===== src/rtl/seg7_pkg.sv =====
// Shared definitions for the 7-segment readback path: digit patterns, capture states, error bits.
// Latency: n/a (constants and types only).
// Backpressure: n/a.
package seg7_pkg;

    // Segment patterns for BCD 0..9, bit0 = segment a ... bit6 = segment g, active-high
    localparam logic [6:0] SEG7_DIGIT [0:9] = '{
        7'h3F, 7'h06, 7'h5B, 7'h4F, 7'h66,
        7'h6D, 7'h7D, 7'h07, 7'h7F, 7'h6F
    };

    // Per-digit capture state
    typedef enum logic [1:0] {
        CAP_IDLE = 2'd0,
        CAP_QUAL = 2'd1,
        CAP_HELD = 2'd2
    } cap_state_t;

    // Bit positions inside err_code
    localparam int ERR_ILLEGAL = 0;
    localparam int ERR_OVERLAP = 1;

endpackage


===== src/rtl/seg7_decode.sv =====
// Pattern to BCD decoder: inverse of the 7-segment encoder; unknown patterns flagged illegal.
// Latency: combinational.
// Backpressure: none.
module seg7_decode
    import seg7_pkg::*;
(
    input  logic [6:0] pat,
    output logic       legal,
    output logic [3:0] bcd
);

    // Match against the ten legal glyphs; all-zero and partial glyphs fall through as illegal
    always_comb begin
        legal = 1'b0;
        bcd   = 4'd0;
        for (int i = 0; i < 10; i++) begin
            if (pat == SEG7_DIGIT[i]) begin
                legal = 1'b1;
                bcd   = 4'(i);
            end
        end
    end

endmodule


===== src/rtl/seg7_mux_capture.sv =====
// Receive side of a 2-digit multiplexed 7-seg display: synchronise, qualify, decode to BCD.
// Latency: update pulses SYNC_STAGES + STABLE_CNT + 1 cycles after a stable pattern hits the pins.
// Backpressure: none; pins are sampled every cycle and outputs are plain registers.
module seg7_mux_capture
    import seg7_pkg::*;
#(
    parameter int SYNC_STAGES   = 2,
    parameter int STABLE_CNT    = 4,
    parameter int BLANK_TIMEOUT = 1024
) (
    input  logic       clk,
    input  logic       rst,
    input  logic [6:0] seg_pin,
    input  logic [1:0] dig_pin,
    input  logic       seg_inv,
    input  logic       dig_inv,
    input  logic       err_clr,
    output logic [3:0] ones,
    output logic [3:0] tens,
    output logic       tens_blank,
    output logic       valid,
    output logic       update,
    output logic [1:0] err_code
);

    localparam int CNT_W = $clog2(STABLE_CNT + 1);
    localparam int BLK_W = $clog2(BLANK_TIMEOUT + 1);
    // The sample that takes cnt from STABLE_CNT-1 to STABLE_CNT is the accepting one
    localparam logic [CNT_W-1:0] CNT_LAST  = CNT_W'(STABLE_CNT - 1);
    localparam logic [CNT_W-1:0] CNT_ONE   = CNT_W'(1);
    localparam logic [BLK_W-1:0] BLANK_MAX = BLK_W'(BLANK_TIMEOUT);
    localparam logic [BLK_W-1:0] BLK_ONE   = BLK_W'(1);

    // Synchroniser chains
    logic [6:0] seg_sync_q [SYNC_STAGES];
    logic [6:0] seg_sync_d [SYNC_STAGES];
    logic [1:0] dig_sync_q [SYNC_STAGES];
    logic [1:0] dig_sync_d [SYNC_STAGES];

    // Per-digit capture machines: index 0 = ones, 1 = tens
    cap_state_t       st_q  [2];
    cap_state_t       st_d  [2];
    logic [6:0]       pat_q [2];
    logic [6:0]       pat_d [2];
    logic [CNT_W-1:0] cnt_q [2];
    logic [CNT_W-1:0] cnt_d [2];
    logic [1:0]       cap;

    // Output-side state
    logic [3:0]       ones_q, ones_d;
    logic [3:0]       tens_q, tens_d;
    logic             blank_q, blank_d;
    logic             valid_q, valid_d;
    logic             update_q, update_d;
    logic [1:0]       err_q, err_d;
    logic [8:0]       prev_q, prev_d;
    logic [BLK_W-1:0] blank_cnt_q, blank_cnt_d;

    logic [6:0] seg;
    logic [1:0] dig;
    logic       overlap;
    logic       legal_ones, legal_tens;
    logic [3:0] bcd_ones, bcd_tens;
    logic [1:0] err_new;

    // Polarity is applied only after synchronisation so the chains carry raw pin levels
    assign seg     = seg_sync_q[SYNC_STAGES-1] ^ {7{seg_inv}};
    assign dig     = dig_sync_q[SYNC_STAGES-1] ^ {2{dig_inv}};
    assign overlap = dig[0] & dig[1];

    // Decode the latched pattern; at capture time it equals the live pattern
    seg7_decode u_dec_ones (.pat(pat_q[0]), .legal(legal_ones), .bcd(bcd_ones));
    seg7_decode u_dec_tens (.pat(pat_q[1]), .legal(legal_tens), .bcd(bcd_tens));

    // Shift the pins through the synchroniser chains
    always_comb begin
        seg_sync_d[0] = seg_pin;
        dig_sync_d[0] = dig_pin;
        for (int i = 1; i < SYNC_STAGES; i++) begin
            seg_sync_d[i] = seg_sync_q[i-1];
            dig_sync_d[i] = dig_sync_q[i-1];
        end
    end

    // Capture FSMs: latch a pattern, count identical samples, accept once per enable window
    always_comb begin
        cap = 2'b00;
        for (int d = 0; d < 2; d++) begin
            st_d[d]  = st_q[d];
            pat_d[d] = pat_q[d];
            cnt_d[d] = cnt_q[d];
            if (overlap) begin
                // Both enables together: the sample is untrustworthy, restart both digits
                st_d[d]  = CAP_IDLE;
                cnt_d[d] = '0;
            end else begin
                unique case (st_q[d])
                    CAP_IDLE: begin
                        if (dig[d]) begin
                            st_d[d]  = CAP_QUAL;
                            pat_d[d] = seg;
                            cnt_d[d] = CNT_ONE;
                        end
                    end
                    CAP_QUAL: begin
                        if (!dig[d]) begin
                            st_d[d]  = CAP_IDLE;
                            cnt_d[d] = '0;
                        end else if (seg != pat_q[d]) begin
                            // Pattern moved: restart qualification on the new pattern
                            pat_d[d] = seg;
                            cnt_d[d] = CNT_ONE;
                        end else if (cnt_q[d] == CNT_LAST) begin
                            st_d[d]  = CAP_HELD;
                            cnt_d[d] = '0;
                            cap[d]   = 1'b1;
                        end else begin
                            cnt_d[d] = cnt_q[d] + CNT_ONE;
                        end
                    end
                    CAP_HELD: begin
                        if (!dig[d]) begin
                            st_d[d] = CAP_IDLE;
                        end
                    end
                    default: begin
                        st_d[d]  = CAP_IDLE;
                        cnt_d[d] = '0;
                    end
                endcase
            end
        end
    end

    // Digit registers, tens blanking, sticky errors and change detection
    always_comb begin
        ones_d  = ones_q;
        tens_d  = tens_q;
        blank_d = blank_q;
        valid_d = valid_q;
        err_new = 2'b00;

        if (dig[1]) begin
            blank_cnt_d = '0;
        end else if (blank_cnt_q == BLANK_MAX) begin
            blank_cnt_d = blank_cnt_q;
        end else begin
            blank_cnt_d = blank_cnt_q + BLK_ONE;
        end

        if (blank_cnt_q == BLANK_MAX) begin
            blank_d = 1'b1;
            tens_d  = 4'd0;
        end

        if (cap[0]) begin
            if (legal_ones) begin
                ones_d  = bcd_ones;
                valid_d = 1'b1;
            end else begin
                err_new[ERR_ILLEGAL] = 1'b1;
            end
        end

        if (cap[1]) begin
            if (legal_tens) begin
                tens_d  = bcd_tens;
                blank_d = 1'b0;
            end else begin
                err_new[ERR_ILLEGAL] = 1'b1;
            end
        end

        if (overlap) begin
            err_new[ERR_OVERLAP] = 1'b1;
        end

        // A fresh error beats a simultaneous clear
        err_d = (err_clr ? 2'b00 : err_q) | err_new;

        // Pulse one cycle after the visible outputs change value
        prev_d   = {blank_q, tens_q, ones_q};
        update_d = (prev_q != {blank_q, tens_q, ones_q});
    end

    // State registers; reset values match the idle display (tens blank, nothing captured)
    always_ff @(posedge clk or posedge rst) begin
        if (rst) begin
            for (int i = 0; i < SYNC_STAGES; i++) begin
                seg_sync_q[i] <= '0;
                dig_sync_q[i] <= '0;
            end
            for (int d = 0; d < 2; d++) begin
                st_q[d]  <= CAP_IDLE;
                pat_q[d] <= '0;
                cnt_q[d] <= '0;
            end
            ones_q      <= 4'd0;
            tens_q      <= 4'd0;
            blank_q     <= 1'b1;
            valid_q     <= 1'b0;
            update_q    <= 1'b0;
            err_q       <= 2'b00;
            prev_q      <= 9'h100;
            blank_cnt_q <= '0;
        end else begin
            for (int i = 0; i < SYNC_STAGES; i++) begin
                seg_sync_q[i] <= seg_sync_d[i];
                dig_sync_q[i] <= dig_sync_d[i];
            end
            for (int d = 0; d < 2; d++) begin
                st_q[d]  <= st_d[d];
                pat_q[d] <= pat_d[d];
                cnt_q[d] <= cnt_d[d];
            end
            ones_q      <= ones_d;
            tens_q      <= tens_d;
            blank_q     <= blank_d;
            valid_q     <= valid_d;
            update_q    <= update_d;
            err_q       <= err_d;
            prev_q      <= prev_d;
            blank_cnt_q <= blank_cnt_d;
        end
    end

    assign ones       = ones_q;
    assign tens       = tens_q;
    assign tens_blank = blank_q;
    assign valid      = valid_q;
    assign update     = update_q;
    assign err_code   = err_q;

endmodule


===== config.mk =====
export PLATFORM = sky130hd
export DESIGN_NAME = seg7_mux_capture
export DESIGN_NICKNAME = d
export VERILOG_FILES = /design/src/rtl/seg7_pkg.sv /design/src/rtl/seg7_decode.sv /design/src/rtl/seg7_mux_capture.sv
export SDC_FILE = /design/constraint.sdc
export NUM_CORES = 1
export LEC_CHECK = 0
export BUFFER_PORTS_ARGS = -buffer_cell sky130_fd_sc_hd__buf_2
export CORE_AREA = 10 10 149 117
export DETAILED_ROUTE_END_ITERATION = 8
export DIE_AREA = 0 0 159 127
export PLACE_DENSITY = 0.39
export SLEW_MARGIN = 0
export SYNTH_ARGS = -nofsm -noshare
export SYNTH_HDL_FRONTEND = slang
export SYNTH_SLANG_ARGS = --single-unit

===== constraint.sdc =====
create_clock -name clk -period 3.35 [get_ports clk]
set_clock_uncertainty 0.1 [all_clocks]
set_input_delay 0.67 -clock clk [delete_from_list [all_inputs] [get_ports clk]]
set_output_delay 0.67 -clock clk [all_outputs]
set_load 0.01 [all_outputs]

======== Word level (Yosys, flattened, before mapping) ========
Index checks and enable logic that the tools add are counted.
storage, ports and cells
  word-level logic and storage cells ...... 180
  output and inout bits ................... 13
  flip-flop bits (word level) ............. 75
  bits of input ports ..................... 14
cells by class
  reduce and logical (&&, ||, !) cells .... 11
  bitwise operators ....................... 5
  muxes and demuxes ....................... 96
  equal/unequal tests ..................... 47
  add/subtract/negate cells ............... 3
operators with widths
  kind                                                                    count
  7-bit equality test (second input constant)                             14
  3-bit 2-to-1 mux                                                        18
  7-bit 2-to-1 mux                                                        6
  1-bit 2-to-1 mux                                                        40
  2-bit 2-to-1 mux                                                        17
  7-bit by 3-bit equality test with 1-bit output (second input constant)  4
  4-bit 2-to-1 mux                                                        7
  7-bit case mux with 2 select lines                                      2
  11-bit 2-to-1 mux                                                       2
  2-bit inequality test (second input constant)                           9
  3-bit case mux with 3 select lines                                      2
  4-bit inequality test (second input constant)                           4
  7-bit by 6-bit equality test with 1-bit output (second input constant)  2
  7-bit inequality test                                                   2
  3-bit inequality test (second input constant)                           4
  2-bit case mux with 3 select lines                                      2
  11-bit by 1-bit adder with 11-bit output (second input constant)        1
  11-bit equality test (second input constant)                            1
  5-bit AND reduction                                                     2
  9-bit inequality test                                                   1
  4-bit AND reduction                                                     2
  7-bit bitwise XOR                                                       1
  3-bit by 1-bit adder with 3-bit output (second input constant)          2
  3-bit by 2-bit equality test with 1-bit output (second input constant)  2
  9 further kinds                                                         15

======== Longest topological paths before layout ========
Gate-level depths: netlist of the first run.
  depth in word-level cells ............... 16
  gate-level depth with buffers ........... 8
  mapped depth without buffers ............ 7

======== Hierarchy ========
A second synthesis of the first run with hierarchy kept.
second synthesis, totals
  cell total of the unflattened synthesis .. 328
  area, all modules ....................... 3595.9 µm²
by module, submodules not included
  module            cells each  instances  area each (µm²)
  seg7_mux_capture  282         1          3273.1
  seg7_decode       23          2          161.4

======== Worst setup path after synthesis of the first run ========
OpenSTA, ideal clock, no wires.
  path kind ............................... input -> register
  from .................................... input port seg_inv
  to ...................................... register pat_q[10] (netlist name)
  data required time ...................... 3.125 ns
  stages on the path ...................... 7
  slack ................................... 0.957 ns
  setup time .............................. 0.125 ns
  buffers on the path ..................... 2
  arrival time ............................ 2.169 ns
  cells stage by stage .................... clkbuf_1 -> nor4_1 -> o21ai_0 -> or2_2 -> nand2b_1 -> buf_2 -> mux2_2
on the way
  longest elaborated chain between the ends .. 4
  elaborated cells on any way between the ends .. 8
RTL lines
  what                                                                                        line                     RTL
  start, declared                                                                             seg7_mux_capture.sv:15   input logic seg_inv,
  7-bit bitwise XOR (*)                                                                       seg7_mux_capture.sv:67   assign seg = seg_sync_q[SYNC_STAGES-1] ^ {7{seg_inv}};
  7-bit inequality test / 7-bit 2-to-1 mux (equally long branches)                            seg7_mux_capture.sv:109  end else if (seg != pat_q[d]) begin
  2-bit inequality test (no line) / 7-bit 2-to-1 mux (equally long branches)                  n/a
  5-bit AND reduction (no line) / 7-bit case mux with 2 select lines (equally long branches)  n/a
  end signal, assigned by index                                                               seg7_mux_capture.sv:213  pat_q[d] <= pat_d[d];
  end, declared                                                                               seg7_mux_capture.sv:43   logic [6:0] pat_q [2];
Every way passes the cells marked *; elsewhere a longest branch is shown, timed or not. The select of a mux whose other input is x is not followed.
A chain may end at the register's enable or synchronous reset.

======== Worst setup path after layout of the first run ========
  from .................................... register pat_q[7] (netlist name)
  to ...................................... register ones_q[2], in the netlist ones[2]
on the way
  longest elaborated chain between the ends .. 12
  elaborated cells on any way between the ends .. 32
RTL lines
  what                                            line                     RTL
  7-bit by 6-bit equality test with 1-bit output  seg7_decode.sv:17        if (pat == SEG7_DIGIT[i]) begin
  1-bit 2-to-1 mux (10 in a row)                  seg7_decode.sv:17
  2-bit AND reduction (no line)                   n/a
  end signal, assigned                            seg7_mux_capture.sv:216  ones_q <= ones_d;
  end, declared                                   seg7_mux_capture.sv:50   logic [3:0] ones_q, ones_d;
Several ways; a longest one is shown, not always the timed one.

==> results_dict.tcl, run 1 <==
set metrics [dict create \
    status "completed" \
    clk_pin_slew_worst_paths_ns 0.06 \
    fin_cells 558 \
    pwr-share-comb_pct 12.2 \
    grt-busiest-layer "met2" \
    row_count 39 \
    p_switching_w 0.0006644 \
    slew-limit-headroom_pct 58.58 \
    gr-total-overflow 0 \
    ys_ff_latch 75 \
    wl_mm 7.756 \
    start_util_pct 24.28 \
    vias 2377 \
    gr-usage-met1_pct 10.63 \
    ys_warn_count 0 \
    io_pins 27 \
    h-tree-depth 3 \
    hp-class "reg2reg" \
    core_region_area_um2 14690 \
    hold_slack_ns 0.2478 \
    syn_area_per_cell_um2 11.04 \
    groute.layer.met2.usage_pct 11.70 \
    cap_violations 0 \
    portBuffers 26 \
    track_usage_pct 8.094 \
    leakage_nw 1.844 \
    synthTopCellsByArea "dfrtp_1, xor2_1, mux2_2" \
    syn_nets 341 \
    hold_viol 0 \
    finalSetupViolCount 0 \
    fin_crit_sh_pct 80.27 \
    path_max_fanout 9 \
    pwr-share-clk_pct 45.5 \
    worst_skew_pair.late_latency_ns 0.34 \
    tns_ns 0 \
    antenna_found_initial 0 \
    cts_buffer_depth 2 \
    ctsResizeCount 0 \
    ys_seq_area_share_pct 52.70 \
    drc_errors 0 \
    ant_nets 0 \
    cts.sinks 75 \
    worstRegToRegCells 6 \
    ys_types 53 \
    path_class "reg2reg" \
    report.final.slew_viol_count 0 \
    synth_edf_count 0 \
    layout_min_cycle_time_ns 2.689 \
    hold_depth 0 \
    r2r_slack_ns 0.66 \
    drt_iter0_markers 198 \
    area_delta_synth_final_pct 20.00 \
    place_inst 542 \
    first_pass_iters 4 \
    yosysTopAreaCellShare_pct 51.23 \
    cts_hold_buf 0 \
    synth_flop_cell "dfrtp_1" \
    cp.arrival_ns 2.81 \
    layout_commonest_cell "dfrtp_1" \
    cts_setup_buffers 0 \
    switching_share_pct 25.42 \
    wl_per_cell_um 13.90 \
    use_met3_pct 3.691 \
    startpoint_type "flip-flop" \
    grt_max_degree 76 \
    holdPathEnd "seg_sync_q[0]$_DFF_PP0_" \
    tritoncts "yes" \
    max_freq_mhz 371.9 \
    fp.dieArea_um2 20190 \
    power_density_nw_per_um2 610.7 \
    grt_pass1_vias 2452 \
    p_int_w 0.001949 \
    hp-start "seg_sync_d[0]$_DFF_PP0_" \
    drive_gt1_share_pct 20.11 \
    grt_pass1_wl_mm 13.07 \
    dpl.hpwl_mm 5.443 \
    rr_startpoint "pat_q[7]$_DFFE_PP0P_" \
    vdd_drop_max_mv 0.2698 \
    setup.worst_path.end_class "flip-flop" \
    vias_per_cell 4.260 \
    layout_common_cells "dfrtp_1, xor2_1, buf_2" \
    p_total_w 0.002613 \
    synth.largest_area_cell "dfrtp_1" \
    worstMarginPinSlew_ns 0.6057 \
    synthArstFlopShare_pct 100.0 \
    seqPwrFrac_pct 42.4 \
    rsz0062_at_grt "no" \
    netlist_area_um2 3566 \
    die_height_um 127 \
    numCtsBuffers 9 \
    crit_required_ns 3.47 \
    r2r-end "ones[2]$_DFFE_PP0P_" \
    routabilityCongestion 0.7464 \
    diodes 0 \
    fp.dieW_um 159 \
    synth_cells 323 \
    final_nets 366 \
    cts-root-buf "clkbuf_16" \
]
## kinds of logic after synthesis
family                   synth area share, %
adder cells (fa/ha/maj)                1.404
XOR/XNOR                               9.825
multiplexers                           7.088
buffers and inverters                  2.947
flip-flops                             52.70
AND/OR/NAND/NOR                        17.47
AO/OA/AOI/OAI                          8.562
## cell type report
class / instances / area (um^2)
inverters: 8 / 30.03
multi-input cells: 225 / 1582
fillers: 1513 / 10410
flip-flops and latches: 75 / 1879
clock buffers: 10 / 229.0
repair buffers: 29 / 165.2
clock inverters: 6 / 137.6
well taps: 205 / 256.5
## synth_stat cells, types with 3 or more instances
master / instances
xor2_1: 31
nand4_1: 5
nand3_1: 8
a21oi_1: 12
dfrtp_1: 73
o21ai_0: 10
nand2_1: 21
nand2b_1: 12
nor3_1: 7
ha_1: 4
clkbuf_1: 10
or4_1: 5
or3_1: 4
and3_1: 3
nor2_1: 19
inv_1: 8
xnor2_1: 9
nor4_1: 5
buf_2: 3
mux2_2: 18
mux2i_1: 5
nor2b_1: 8
## worst max path at each step
| stage | from | to | slack, ns |
|---|---|---|---|
| final | pat_q[7]$_DFFE_PP0P_ | ones[2]$_DFFE_PP0P_ | 0.66 |
| after global placement | dig_inv | ones[2]$_DFFE_PP0P_ | 0.54 |
| after detailed placement | seg_inv | pat_q[3]$_DFFE_PP0P_ | 0.54 |
| after CTS | pat_q[7]$_DFFE_PP0P_ | ones[2]$_DFFE_PP0P_ | 0.73 |
| after global routing | pat_q[7]$_DFFE_PP0P_ | ones[2]$_DFFE_PP0P_ | 0.50 |
| after floorplan | rst | blank_cnt_q[0]$_DFFE_PP0P_ | 0.67 |
## per-stage QoR
| step | setup WS, ns | instance area [um^2] | utilization (%) |
|---|---|---|---|
| finish | 0.6609 | 4279 | 29.13 |
| global route | 0.4961 | 4279 | 29.13 |
| CTS | 0.7283 | 4279 | 29.13 |
| detailed placement | 0.5449 | 3913 | 26.64 |
| global placement | 0.5392 | 3913 | 26.64 |
| floorplan | 0.6733 | 3566 | - |
## per-layer routing
metal / up-vias / share of wire (%)
met2: 45 / 43
met1: 1137 / 51
met5: - / 0
met3: 6 / 5.2
li1: 1189 / -
met4: 0 / 1.1
## state kept, by name, summed over array words and instances, names as in the netlist, 2 cells and up
signal and flops:
seg_sync_q 7, ones 4, tens 4, blank_cnt_q 11
err_code 2, st_q 4, pat_q 14, dig_sync_d 2
dig_sync_q 2, seg_sync_d 7, cnt_q 6, prev_q 9
## worst max-delay path: stages, from the launching register on
cell and delay [ns]:
dfrtp_1 0.48, or3b_1 0.40, a2111oi_0 0.60, a311o_1 0.23, or4_1 0.17, nand3_1 0.23, mux2_2 0.34
## power by group through the flow
stage / logic [W] / clock network, W / registers, W
3_5_place_dp: 0.000322 / 0 / 0.00112
2_1_floorplan: 0.000309 / 0 / 0.00105
6_report: 0.000319 / 0.00119 / 0.00111
3_3_place_gp: 0.000319 / 0 / 0.00112
5_1_grt: 0.000362 / 0.00128 / 0.00112
4_1_cts: 0.000323 / 0.00123 / 0.00111
No activity file was read; power rests on OpenSTA's default activity.
==> run 2: changes to the inputs <==
==> constraint.sdc (replaced) <==
create_clock -name clk -period 2.75 [get_ports clk]
set_clock_uncertainty 0.1 [all_clocks]
set_input_delay 0.55 -clock clk [delete_from_list [all_inputs] [get_ports clk]]
set_output_delay 0.55 -clock clk [all_outputs]
set_load 0.01 [all_outputs]
==> results_dict.tcl, run 2 (synthesis results as in run 1) <==
set metrics [dict create \
    status "completed" \
    p_switching_w 0.0007905 \
    setup.worst_path.end_class "flip-flop" \
    largest_reg_flops 14 \
    routabilityCongestion 0.7309 \
    row_count 39 \
    layout_common_cells "dfrtp_1, xor2_1, buf_2" \
    track_usage_pct 8.130 \
    reg.largest.list "pat_q (14), blank_cnt_q (11), prev_q (9)" \
    clk_pin_slew_worst_paths_ns 0.06 \
    start_util_pct 24.28 \
    h-tree-depth 3 \
    finalSetupViolCount 0 \
    ant_nets 0 \
    cts_hold_buf 0 \
    r2r_slack_ns 0.27 \
    rsz0062_at_grt "no" \
    core_region_area_um2 14690 \
    drt_iter0_markers 122 \
    grt_max_degree 55 \
    tritoncts "yes" \
    finalInstanceArea_um2 4318 \
    layout_setup_ws_ns 0.2712 \
    drc_errors 0 \
    fillers 1510 \
    power_density_nw_per_um2 717.6 \
    hold_viol 0 \
    wl_per_cell_um 13.98 \
    p_int_w 0.002308 \
    grt_pass1_wl_mm 13.18 \
    hold_slack_ns 0.1429 \
    slew-limit-headroom_pct 65.17 \
    first_pass_iters 4 \
    antenna_found_initial 0 \
    leakage_nw 1.869 \
    seq_area_um2 1879 \
    final_nets 372 \
    max_freq_mhz 403.4 \
    hp-class "in2async" \
    post_dp_cell_area_um2 3970 \
    portBuffers 26 \
    cts.sinks 75 \
    tns_ns 0 \
    diodes 0 \
    drive_gt1_share_pct 21.51 \
    wl_mm 7.869 \
    report.final.slew_viol_count 0 \
    io_pins 27 \
    worst_skew_pair.late_latency_ns 0.34 \
    seqPwrFrac_pct 43.4 \
    dpl.hpwl_mm 5.657 \
    worstRegToRegCells 6 \
    rr_startpoint "pat_q[7]$_DFFE_PP0P_" \
    pwr-share-clk_pct 43.6 \
    gr-total-overflow 0 \
    cts-root-buf "clkbuf_16" \
    pwr-share-comb_pct 13.0 \
    startpoint_type "flip-flop" \
    multi_input_area_um2 1588 \
    cts_buffer_depth 2 \
    r2r-end "ones[3]$_DFFE_PP0P_" \
    path_class "reg2reg" \
    area_delta_synth_final_pct 21.09 \
    vdd_drop_max_mv 0.3139 \
    cp.arrival_ns 2.60 \
    layout_min_cycle_time_ns 2.479 \
    grt_pass1_vias 2442 \
    path_max_fanout 9 \
    cap_violations 0 \
    vias_per_cell 4.302 \
    switching_share_pct 25.51 \
    layout_commonest_cell "dfrtp_1" \
    numCtsBuffers 9 \
    fp.dieW_um 159 \
    cts_setup_buffers 0 \
    fin_crit_sh_pct 90.14 \
    dp_slack_ns 0.1896 \
    die_height_um 127 \
    crit_required_ns 2.87 \
    fp.dieArea_um2 20190 \
    worstMarginPinSlew_ns 0.5197 \
    top_register "pat_q" \
    vias 2422 \
]
-- run 2: changes by cell type in the layout (fill, tap and decap cells not counted), sizes merged --
cell,change
clkbuf,+1
clkinv,-1
bufinv,-1
buf,+6
-- run 2: power by group through the flow --
stage / combinational [W] / sequential [W] / clock [W]
floorplan: 0.000376 / 0.00128 / 0
global placement: 0.000399 / 0.00136 / 0
detailed placement: 0.000404 / 0.00136 / 0
CTS: 0.000405 / 0.00135 / 0.00140
global route: 0.000454 / 0.00137 / 0.00145
finish: 0.000401 / 0.00135 / 0.00135
-- run 2: area by class of cell --
class | count | share of cell area (%)
inverters | 8 | 0.6955
repair buffers | 35 | 5.158
well taps | 205 | 5.940
multi-input cells | 225 | 36.77
clock buffers | 11 | 5.622
flip-flops and latches | 75 | 43.52
clock inverters | 4 | 2.289
-- run 2: how the worst max path moves through the flow --
stage / from / end / slack (ns) / cells after the start
6_report: pat_q[7]$_DFFE_PP0P_ / ones[3]$_DFFE_PP0P_ / 0.27 / 6
5_1_grt: pat_q[8]$_DFFE_PP0P_ / ones[2]$_DFFE_PP0P_ / 0.13 / 6
4_1_cts: pat_q[7]$_DFFE_PP0P_ / ones[2]$_DFFE_PP0P_ / 0.15 / 6
3_5_place_dp: dig_inv / ones[2]$_DFFE_PP0P_ / 0.19 / 7
3_3_place_gp: dig_inv / ones[2]$_DFFE_PP0P_ / 0.17 / 7
2_1_floorplan: rst / blank_cnt_q[0]$_DFFE_PP0P_ / 0.19 / 1
-- run 2: repair_timing --
action                                  in CTS  in global routing
endpoints found under the setup margin       0                  3
gates resized for setup                      0                  2
endpoints found under the hold margin        0                  0
-- run 2: metrics by stage --
step	total power, W	std cells	utilization, %
finish	0.003098	563	29.40
global route	0.003268	563	29.40
CTS	0.003146	563	29.36
detailed placement	0.001768	548	27.03
global placement	0.001762	548	27.03
floorplan	0.001655	323	-
-- run 2: metal layers --
layer	global-route usage [%]	wire, um
met2	11.87	3366
met5	0	0
met1	10.97	4149
met3	2.343	230
met4	3.589	123
-- run 2: worst max-delay path, cell delays in order, from the launching register on --
cell     delay [ns]
dfrtp_1        0.48
nand4_1        0.17
nor3_1         0.09
a311o_1        0.35
or4_1          0.58
nand3_1        0.25
mux2_2         0.36
==> run 3: changes to the inputs <==
==> constraint.sdc (replaced) <==
create_clock -name clk -period 2.5 [get_ports clk]
set_clock_uncertainty 0.1 [all_clocks]
set_input_delay 0.5 -clock clk [delete_from_list [all_inputs] [get_ports clk]]
set_output_delay 0.5 -clock clk [all_outputs]
set_load 0.01 [all_outputs]
==> results_dict.tcl, run 3 (synthesis results as in run 1) <==
set metrics [dict create \
    startpoint_type "flip-flop" \
    layout_min_cycle_time_ns 2.392 \
    report.final.slew_viol_count 0 \
    cp_num_buf_inv 0 \
    top_register "pat_q" \
    cts-root-buf "clkbuf_16" \
    hold_viol 0 \
    fin_crit_sh_pct 95.70 \
    h-tree-depth 3 \
    largest_reg_flops 14 \
    setup.worst_path.end_class "flip-flop" \
    dpl.hpwl_mm 5.939 \
    cp_top_family "simple AND/OR/NAND/NOR gates" \
    first_pass_iters 4 \
    rr_startpoint "pat_q[8]$_DFFE_PP0P_" \
    gr-total-overflow 0 \
    rsz0062_at_grt "no" \
    p_total_w 0.003460 \
    layout_commonest_cell "dfrtp_1" \
    numCtsBuffers 9 \
    grt_pass1_vias 2503 \
    power_density_nw_per_um2 779.3 \
    vias 2485 \
    fp.dieArea_um2 20190 \
    cts.sinks 75 \
    r2r-end "err_code[0]$_DFF_PP0_" \
    vias_per_cell 4.284 \
    path_max_fanout 7 \
    portBuffers 26 \
    crit_slowest_cell "or4_1" \
    worstMarginPinSlew_ns 0.6022 \
    io_pins 27 \
    ant_nets 0 \
    worst_skew_pair.late_latency_ns 0.33 \
    cp.arrival_ns 2.56 \
    wl_per_cell_um 14.00 \
    grt_max_degree 47 \
    row_count 39 \
    final_nets 388 \
    slew-limit-headroom_pct 59.85 \
    hold_depth 1 \
    start_util_pct 24.28 \
    layout_common_cells "dfrtp_1, xor2_1, buf_2" \
    holdPathEnd "seg_sync_d[4]$_DFF_PP0_" \
    drive_gt1_share_pct 25.87 \
    finalInstanceArea_um2 4441 \
    post_dp_cell_area_um2 4066 \
    routabilityCongestion 0.7604 \
    crit_chain "nor4bb_1 > a311o_1 > or4_1 > or4_1 > nand3_1" \
    tritoncts "yes" \
    clk_pin_slew_worst_paths_ns 0.06 \
    antenna_found_initial 0 \
    core_region_area_um2 14690 \
    die_height_um 127 \
    leakage_nw 1.933 \
    cts_buffer_depth 2 \
    drt_iter0_markers 124 \
    reg.largest.list "pat_q (14), blank_cnt_q (11), prev_q (9)" \
    path_common_cell "or4_1" \
    max_freq_mhz 418.0 \
    area_delta_synth_final_pct 24.53 \
    worstRegToRegCells 5 \
    hp-class "in2reg" \
    path_class "reg2reg" \
    track_usage_pct 8.407 \
    cap_violations 0 \
    vdd_drop_max_mv 0.2556 \
    grt_pass1_wl_mm 13.54 \
    wl_mm 8.118 \
    finalSetupViolCount 0 \
    slowest_delay_ns 0.57 \
    fp.dieW_um 159 \
    diodes 0 \
    r2r_slack_ns 0.11 \
    crit_required_ns 2.66 \
    drc_errors 0 \
    hp-start "seg_pin[4]" \
    status "completed" \
]
## run 3: per-stage QoR
stage               worst slack (ns)  setup TNS [ns]  hold slack, ns  instances  util [%]
global placement            -0.01473        -0.04814          0.2323        562     27.69
floorplan                     0.1542               0          0.2312        323         -
detailed placement           0.05296               0          0.2364        562     27.69
global route                 0.01024               0          0.1442        580     30.23
CTS                          0.02200               0          0.1521        579     30.08
finish                        0.1076               0          0.1677        580     30.23
## run 3: worst max-delay path by stage
stage	from	end	slack, ns	depth (start not counted)
floorplan	pat_q[1]$_DFFE_PP0P_	pat_q[0]$_DFFE_PP0P_	0.15	8
global placement	dig_inv	ones[2]$_DFFE_PP0P_	-0.01	7
detailed placement	pat_q[10]$_DFFE_PP0P_	ones[3]$_DFFE_PP0P_	0.05	6
CTS	pat_q[7]$_DFFE_PP0P_	ones[2]$_DFFE_PP0P_	0.02	6
global route	pat_q[12]$_DFFE_PP0P_	err_code[0]$_DFF_PP0_	0.01	6
finish	pat_q[8]$_DFFE_PP0P_	err_code[0]$_DFF_PP0_	0.11	5
## run 3: power by group
group	switching (W)	internal [W]	total [W]
Combinational	0.000274	0.000266	0.000540
Clock	0.000508	0.000973	0.00148
Sequential	0.000122	0.00132	0.00144
## run 3: per-layer routing
metal	vias up	GRT usage (%)	wire length, um
met5	-	0	0
met4	0	2.447	55
met3	4	2.953	272
met2	46	12.19	3502
met1	1206	11.54	4288
li1	1229	-	-
## run 3: layout make-up
type                            count  area [um^2]
Clock buffer                        9        225.2
Clock inverter                      7        116.4
Fill cell                        1535        10250
Inverter                            8        33.78
Multi-Input combinational cell    225         1595
Sequential cell                    75         1881
Tap cell                          205        256.5
Timing Repair Buffer               51        332.8
## run 3: worst reg2reg max path, stage by stage (launching register included)
cell	delay [ns]
dfrtp_1	0.45
nor4bb_1	0.21
a311o_1	0.38
or4_1	0.57
or4_1	0.52
nand3_1	0.09
## run 3: timing repair
| item | 4_1_cts | 5_1_grt |
|---|---|---|
| setup endpoints to repair | 0 | 13 |
| endpoints found under the hold margin | 1 | 0 |
| gates resized for setup | 0 | 5 |
| buffers inserted | 0 | 1 |
| hold buffers | 1 | 0 |
